`src/rtl/tap_line_pkg.sv`:
```
// Shared definitions for the tap delay line: fill-state encoding and the
// fill-counter width helper.
package tap_line_pkg;

  typedef enum logic [1:0] {
    EMPTY = 2'd0,
    FILL  = 2'd1,
    RUN   = 2'd2
  } state_t;

  // Number of bits needed to hold the values 0..depth.
  function automatic int clog2_p1(input int depth);
    int w;
    w = 0;
    while ((1 << w) <= depth) w++;
    return w;
  endfunction

endpackage

```
`src/rtl/tap_abs_diff.sv`:
```
// Registered magnitude and sign of (a - b), plus a valid flag delayed one
// cycle from in_valid. Used only when TAP_DIFF_EN is defined.
module tap_abs_diff #(
  parameter int DATA_W = 8
) (
  input  logic              clk,
  input  logic              reset_n,
  input  logic              clear,
  input  logic              in_valid,
  input  logic [DATA_W-1:0] a,
  input  logic [DATA_W-1:0] b,
  output logic [DATA_W-1:0] abs_diff,
  output logic              diff_sign,
  output logic              diff_valid
);

  logic [DATA_W:0] diff;
  logic [DATA_W:0] mag;
  logic            neg;

  // Extended-width subtraction so the borrow gives the sign directly.
  always_comb begin
    diff = {1'b0, a} - {1'b0, b};
    neg  = diff[DATA_W];
    mag  = neg ? -diff : diff;
  end

  // Diff pipeline stage; clear flushes it alongside the line.
  always_ff @(posedge clk or negedge reset_n) begin
    if (!reset_n) begin
      abs_diff   <= '0;
      diff_sign  <= 1'b0;
      diff_valid <= 1'b0;
    end else if (clear) begin
      abs_diff   <= '0;
      diff_sign  <= 1'b0;
      diff_valid <= 1'b0;
    end else begin
      abs_diff   <= mag[DATA_W-1:0];
      diff_sign  <= neg;
      diff_valid <= in_valid;
    end
  end

endmodule

```
`src/rtl/tap_delay_line.sv`:
```
// Multi-tap sample delay line with fill tracking.
// Optional feature macro: TAP_DIFF_EN adds the registered |tap_a - tap_b|
// path (abs_diff, diff_sign, diff_valid).
//
// Stream semantics: a sample is taken on every rising edge where
// in_valid=1 and clear=0 (there is no back-pressure). out_valid is a
// one-cycle pulse following each accepted sample once the line is full;
// tap_a/tap_b are meaningful in exactly those cycles.
module tap_delay_line
  import tap_line_pkg::*;
#(
  parameter int DATA_W = 8,
  parameter int DEPTH  = 7,
  parameter int TAP_A  = 6,
  parameter int TAP_B  = 2
) (
  input  logic                         clk,
  input  logic                         reset_n,
  input  logic                         clear,
  input  logic                         in_valid,
  input  logic [DATA_W-1:0]            in_data,
  output logic [DATA_W-1:0]            tap_a,
  output logic [DATA_W-1:0]            tap_b,
  output logic                         out_valid,
  output logic [clog2_p1(DEPTH)-1:0]   fill_cnt,
  output logic                         full,
  output state_t                       fsm_state
`ifdef TAP_DIFF_EN
  ,
  output logic [DATA_W-1:0]            abs_diff,
  output logic                         diff_sign,
  output logic                         diff_valid
`endif
);

  localparam int CNT_W = clog2_p1(DEPTH);
  localparam logic [CNT_W-1:0] DEPTH_C = CNT_W'(DEPTH);

  if (DEPTH < 1) begin : g_bad_depth
    $error("tap_delay_line: DEPTH must be at least 1");
  end
  if (TAP_A < 1 || TAP_A > DEPTH) begin : g_bad_tap_a
    $error("tap_delay_line: TAP_A must lie in 1..DEPTH");
  end
  if (TAP_B < 1 || TAP_B > DEPTH) begin : g_bad_tap_b
    $error("tap_delay_line: TAP_B must lie in 1..DEPTH");
  end

  logic              accept;
  logic [DATA_W-1:0] stage   [DEPTH];
  logic [DATA_W-1:0] shifted [DEPTH];
  state_t            state, state_next;
  logic [CNT_W-1:0]  cnt_next;
  logic [CNT_W-1:0]  cnt_inc;
  logic              valid_next;

  assign accept    = in_valid & ~clear;
  assign full      = (fill_cnt == DEPTH_C);
  assign fsm_state = state;
  assign cnt_inc   = fill_cnt + CNT_W'(1);

  // Post-shift view of the line; index 0 is stage 1.
  always_comb begin
    shifted[0] = in_data;
    for (int k = 1; k < DEPTH; k++) shifted[k] = stage[k-1];
  end

  // Delay stages and tap registers advance together on accept.
  always_ff @(posedge clk or negedge reset_n) begin
    if (!reset_n) begin
      for (int k = 0; k < DEPTH; k++) stage[k] <= '0;
      tap_a <= '0;
      tap_b <= '0;
    end else if (clear) begin
      for (int k = 0; k < DEPTH; k++) stage[k] <= '0;
      tap_a <= '0;
      tap_b <= '0;
    end else if (accept) begin
      for (int k = 0; k < DEPTH; k++) stage[k] <= shifted[k];
      tap_a <= shifted[TAP_A-1];
      tap_b <= shifted[TAP_B-1];
    end
  end

  // Fill FSM state, counter and out_valid registers.
  always_ff @(posedge clk or negedge reset_n) begin
    if (!reset_n) begin
      state     <= EMPTY;
      fill_cnt  <= '0;
      out_valid <= 1'b0;
    end else begin
      state     <= state_next;
      fill_cnt  <= cnt_next;
      out_valid <= valid_next;
    end
  end

  // Fill FSM next state: clear wins, otherwise advance on accept.
  always_comb begin
    state_next = state;
    cnt_next   = fill_cnt;
    valid_next = 1'b0;
    if (clear) begin
      state_next = EMPTY;
      cnt_next   = '0;
    end else if (accept) begin
      case (state)
        EMPTY: begin
          cnt_next = CNT_W'(1);
          if (DEPTH == 1) begin
            state_next = RUN;
            valid_next = 1'b1;
          end else begin
            state_next = FILL;
          end
        end
        FILL: begin
          cnt_next = cnt_inc;
          if (cnt_inc == DEPTH_C) begin
            state_next = RUN;
            valid_next = 1'b1;
          end
        end
        RUN: begin
          valid_next = 1'b1;
        end
        default: begin
          state_next = EMPTY;
          cnt_next   = '0;
        end
      endcase
    end
  end

`ifdef TAP_DIFF_EN
  tap_abs_diff #(
    .DATA_W(DATA_W)
  ) u_abs_diff (
    .clk       (clk),
    .reset_n   (reset_n),
    .clear     (clear),
    .in_valid  (out_valid),
    .a         (tap_a),
    .b         (tap_b),
    .abs_diff  (abs_diff),
    .diff_sign (diff_sign),
    .diff_valid(diff_valid)
  );
`endif

endmodule

```
`config.mk`:
```
export PLATFORM = sky130hd
export DESIGN_NAME = tap_delay_line
export DESIGN_NICKNAME = d
export VERILOG_FILES = /design/src/rtl/tap_line_pkg.sv /design/src/rtl/tap_abs_diff.sv /design/src/rtl/tap_delay_line.sv
export SDC_FILE = /design/constraint.sdc
export NUM_CORES = 1
export LEC_CHECK = 0
export CORE_MARGIN = 3
export CORE_UTILIZATION = 58
export DETAILED_ROUTE_END_ITERATION = 10
export PLACE_DENSITY = 0.81
export SETUP_SLACK_MARGIN = 0.05
export SLEW_MARGIN = 10
export SYNTH_ARGS = -nofsm -noshare
export SYNTH_HDL_FRONTEND = slang
export SYNTH_SLANG_ARGS = --single-unit
```
`constraint.sdc`:
```
create_clock -name clk -period 2.3 [get_ports clk]
set_input_delay 0.46 -clock clk [delete_from_list [all_inputs] [get_ports clk]]
set_output_delay 0.46 -clock clk [all_outputs]
set_load 0.02 [all_outputs]
```
# == Word-level counts from Yosys, hierarchy flattened ==
# Cells that the tools add are included.
# classes
reduce_logical,4
eq_ne,6
add_sub_neg,1
mux,17
bitwise_logic,2
# ops
cell,count
2-to-1 mux 56 bit,2
2-to-1 mux 8 bit,4
one-hot mux 3 bit (3 select lines),1
"equality test 3 bit, second input constant",2
2-to-1 mux 2 bit,3
2-to-1 mux 3 bit,2
one-hot mux 2 bit (3 select lines),1
"adder 3 x 1 -> 3 bit, second input constant",1
2-to-1 mux 1 bit,3
"inequality test 3 bit, second input constant",1
AND reduction 3 bit,1
"equality test 2 x 1 -> 1 bit, second input constant",1
"equality test 2 bit, second input constant",1
logical NOT 2 bit,1
"inequality test 2 bit, second input constant",1
one-hot mux 1 bit (2 select lines),1
AND reduction 2 bit,1
nonzero test 2 bit,1
bitwise AND 1 bit,1
NOT 1 bit,1
# totals
output_inout_bits,23
register_bits,70

# == Longest topological paths before layout ==
# logic_depth
word_depth,6
mapped_depth,5

# == Least setup slack after synthesis ==
# OpenSTA, ideal clock, no wires.
# synth_timing
path_kind,reg-to-reg
from,register fill_cnt[0]
to,"register state[0], in the netlist fsm_state[0]"
path_slack_ns,0.787
synth_period_minus_slack_ns,1.513
t_arrival_ns,1.434
required_time_ns,2.221
stages_incl_launch_ff,6
cell_sequence,dfrtp_1 -> ha_1 -> ha_1 -> nand2_1 -> a21oi_1 -> mux2i_1
# synth_between
elab_chain_len,4
# synth_lines
element,line_no,text
start: declaration,tap_delay_line.sv:25,"output logic [clog2_p1(DEPTH)-1:0] fill_cnt,"
start signal: assignment,tap_delay_line.sv:93,fill_cnt <= cnt_next;
adder 3 x 1 -> 3 bit,tap_delay_line.sv:60,assign cnt_inc = fill_cnt + CNT_W'(1);
equality test 3 bit,tap_delay_line.sv:119,if (cnt_inc == DEPTH_C) begin
inequality test 3 bit (no source line),--,
AND reduction 3 bit (no source line),--,
end signal: assignment,tap_delay_line.sv:92,state <= state_next;
end: declaration,tap_delay_line.sv:52,"state_t state, state_next;"
# Every way passes these cells.
# A chain may end at the register's enable or synchronous reset.

# == Worst setup path after layout ==
# layout_timing
from,register fill_cnt[0]
to,output port full
# layout_between
elab_chain_len,1
# layout_lines
element,line_no,text
equality test 3 bit,tap_delay_line.sv:58,assign full = (fill_cnt == DEPTH_C);
end: declaration,tap_delay_line.sv:26,"output logic full,"
# Every way passes these cells.

==> summary.md <==
| Metric | Value |
|---|---|
| DP Area | `2700 µm²` |
| Syn Area/Cell | `11.7 µm²` |
| Worst EP required | `1840 ps` |
| Hold Vio Cnt, Final | `0` |
| TritonCTS clock tree | `done` |
| I/O Buffers | `34` |
| Clock latency at the later pin of the worst-skew pair | `290 ps` |
| Maximum clock rate | `479 MHz` |
| LEAKAGE | `1.41 nW` |
| Global-route wire length before repair | `7.14 mm` |
| GR Util All Layers | `17.6%` |
| Clock buffer depth | `2` |
| Via count | `1459` |
| Initial Util | `63.5%` |
| Mux share of post-synthesis cell area | `20.4%` |
| Crit end category | `primary output` |
| Fin nets | `246` |
| Synthesized area | `2450 µm²` |
| Fillcell total | `272` |
| DRC | `0` |
| Final WS setup | `213 ps` |
| Detailed Place HPWL | `2.82 mm` |
| Via count of the first global-routing pass | `1628` |
| H-tree depth | `2` |
| Critical path type | `flip-flop to primary output` |
| MaxCap Viol Count | `0` |
| Setup TNS | `0 ps` |
| Postcts setup bufs | `0` |
| CTS resizes | `0` |
| GRT Residual Overflow | `0` |
| Final period util | `90.7%` |
| Top-area cell type share of the netlist area | `55.2%` |
| Cts hold-fix bufs | `0` |
| Worst IR Drop VDD | `465 µV` |
| Netlist cell types | `20` |
| Worst-path clk slew | `90 ps` |
| Top-level I/O count | `35` |
| Area growth, synth to finish | `14.8%` |
| Synth Area in Simple Gates | `10.3%` |
| Drt initial violations | `65` |
| Largest family of logic cells by synthesized area | `multiplexers` |
| CTS sink count | `54` |
| Core area | `3850 µm²` |
| Post-route design area | `2810 µm²` |
| TritonRoute pass-1 iters | `5` |
| Syn nets | `228` |
| Final min period | `2090 ps` |
| Largest net degree at the start of global routing | `36` |
| Worst hold path type | `input port to asynchronous set/reset pin` |
| Syn. warnings | `0` |
| Status | `complete, no violations` |
| Routed len/inst | `14.6 µm` |
| Die W | `71.0 µm` |
| Most common cell after layout, fill and taps aside | `dfrtp_1` |
| CP Launch Type | `flip-flop` |
| Critical Path AT | `1630 ps` |
| Max-slew violation count | `0` |
| Site Rows | `22` |
| DR vias/cell | `5.29` |
| Pre-CTS setup slack | `545 ps` |
| Worst-margin pin slew | `641 ps` |
| CP max FO | `3` |
| Gate Count Post-Synth | `209` |
| Compound-Gate Fraction of Synth Area | `1.48%` |
| Die height | `71.0 µm` |
| RSZ-0062 raised after global routing | `false` |
| Pwr Density | `650 nW/µm²` |
| Antenna cell count | `0` |
| Seq/Total Area, Yosys | `55.2%` |
| Post-synthesis adder-cell area fraction | `3.58%` |
| Hold slack | `178 ps` |
| Yosys top cell by area | `dfrtp_1` |
| Fin Clk Skew | `4.72 ps` |
| Most frequent cells in the layout | `dfrtp_1, mux2i_1, nor2_1, clkdlybuf4s50_1, ha_1` |
| Slew HR | `57.3%` |
| CTS root buf | `clkbuf_8` |
| WL final | `4.03 mm` |
| # setup viols final | `0` |
| Gp weighted congestion | `0.744` |
| Cts bufs inserted | `5` |
| Share of layout cells above drive strength 1 | `7.02%` |
| Synth top area cells | `dfrtp_1, mux2i_1, nor2_1, buf_4, ha_1` |
| Antenna viol nets, final | `0` |
| Flops & latches, synth | `54` |
| Initial antenna violation count | `0` |
| Die ar. | `5040 µm²` |
| Post-synthesis xor/xnor area fraction | `0%` |
[synthesized netlist by cell type]
cell      instances
nand3b_1          1
a31oi_1           1
buf_8             1
buf_12            1
ha_1              7
nand3_1           1
dfrtp_1          54
clkbuf_1          5
nor2b_1           1
nand2b_1          4
buf_2             1
nand2_1           4
nor2_1           48
a21oi_1           3
mux2i_1          50
nand2b_2          1
inv_1             3
a211oi_1          2
nor3_1            1
buf_4            20
[worst max-delay path, stage by stage, from the launching register on]
cell and delay (ps):
dfrtp_1 410, ha_1 210, ha_1 180, clkdlybuf4s50_1 530
[worst paths after layout]
check	startpoint	endpoint	slack, ps	cells after the start
setup / recovery	fill_cnt[0]	full	210	3
hold / removal	reset_n	shifted[23]	180	1
setup reg to reg	fill_cnt[0]	fsm_state[1]	710	5
hold reg to reg	shifted[24]	shifted[24]	530	2
max in group asynchronous	reset_n	shifted[28]	1560	2
min in group clk	shifted[24]	shifted[24]	530	2
[registers in the layout (all words and copies together), names as in the netlist]
name / count
fsm_state: 2
fill_cnt: 3
out_valid: 1
tap_a: 7
tap_b: 7
shifted: 34
[cell families after synthesis]
group                      after synthesis
buffers and inverters                   31
and+or+nand+nor                         61
adders and majority gates                7
AOI/OAI and AO/OA                        6
DFF                                     54
muxes                                   50
[report_power, final]
group,switching [mW],total (mW),internal [mW]
Sequential,0.0207,0.994,0.973
Combinational,0.122,0.221,0.0998
Clock,0.286,0.611,0.325
Total,0.428,1.83,1.40
[per-layer routing]
layer	global-route usage [%]	wire length, µm	vias up
met5	0	0	-
met4	5.64	18	0
met3	3.84	129	2
met2	30.8	2040	23
met1	21.5	1840	732
li1	-	-	702
[metrics by stage]
stage                     utilization [%]  std cells  total power [mW]
after floorplan                         -        209              1.15
after global placement               70.1        268              1.22
after detailed placement             70.1        268              1.24
after CTS                            72.9        276              1.85
after global routing                 72.9        276              1.91
final                                72.9        276              1.83
[area by class of cell]
cell class,count,area (µm²),share of cell area (%)
sequential,54,1350,48.1
multi-input combinational,124,877,31.2
inverter,3,11.3,0.401
tap,48,60.1,2.14
timing repair buffer,39,400,14.2
clock inverter,2,37.5,1.34
clock buffer,6,72.6,2.58
Note: power is estimated with default switching activity, not from simulation.
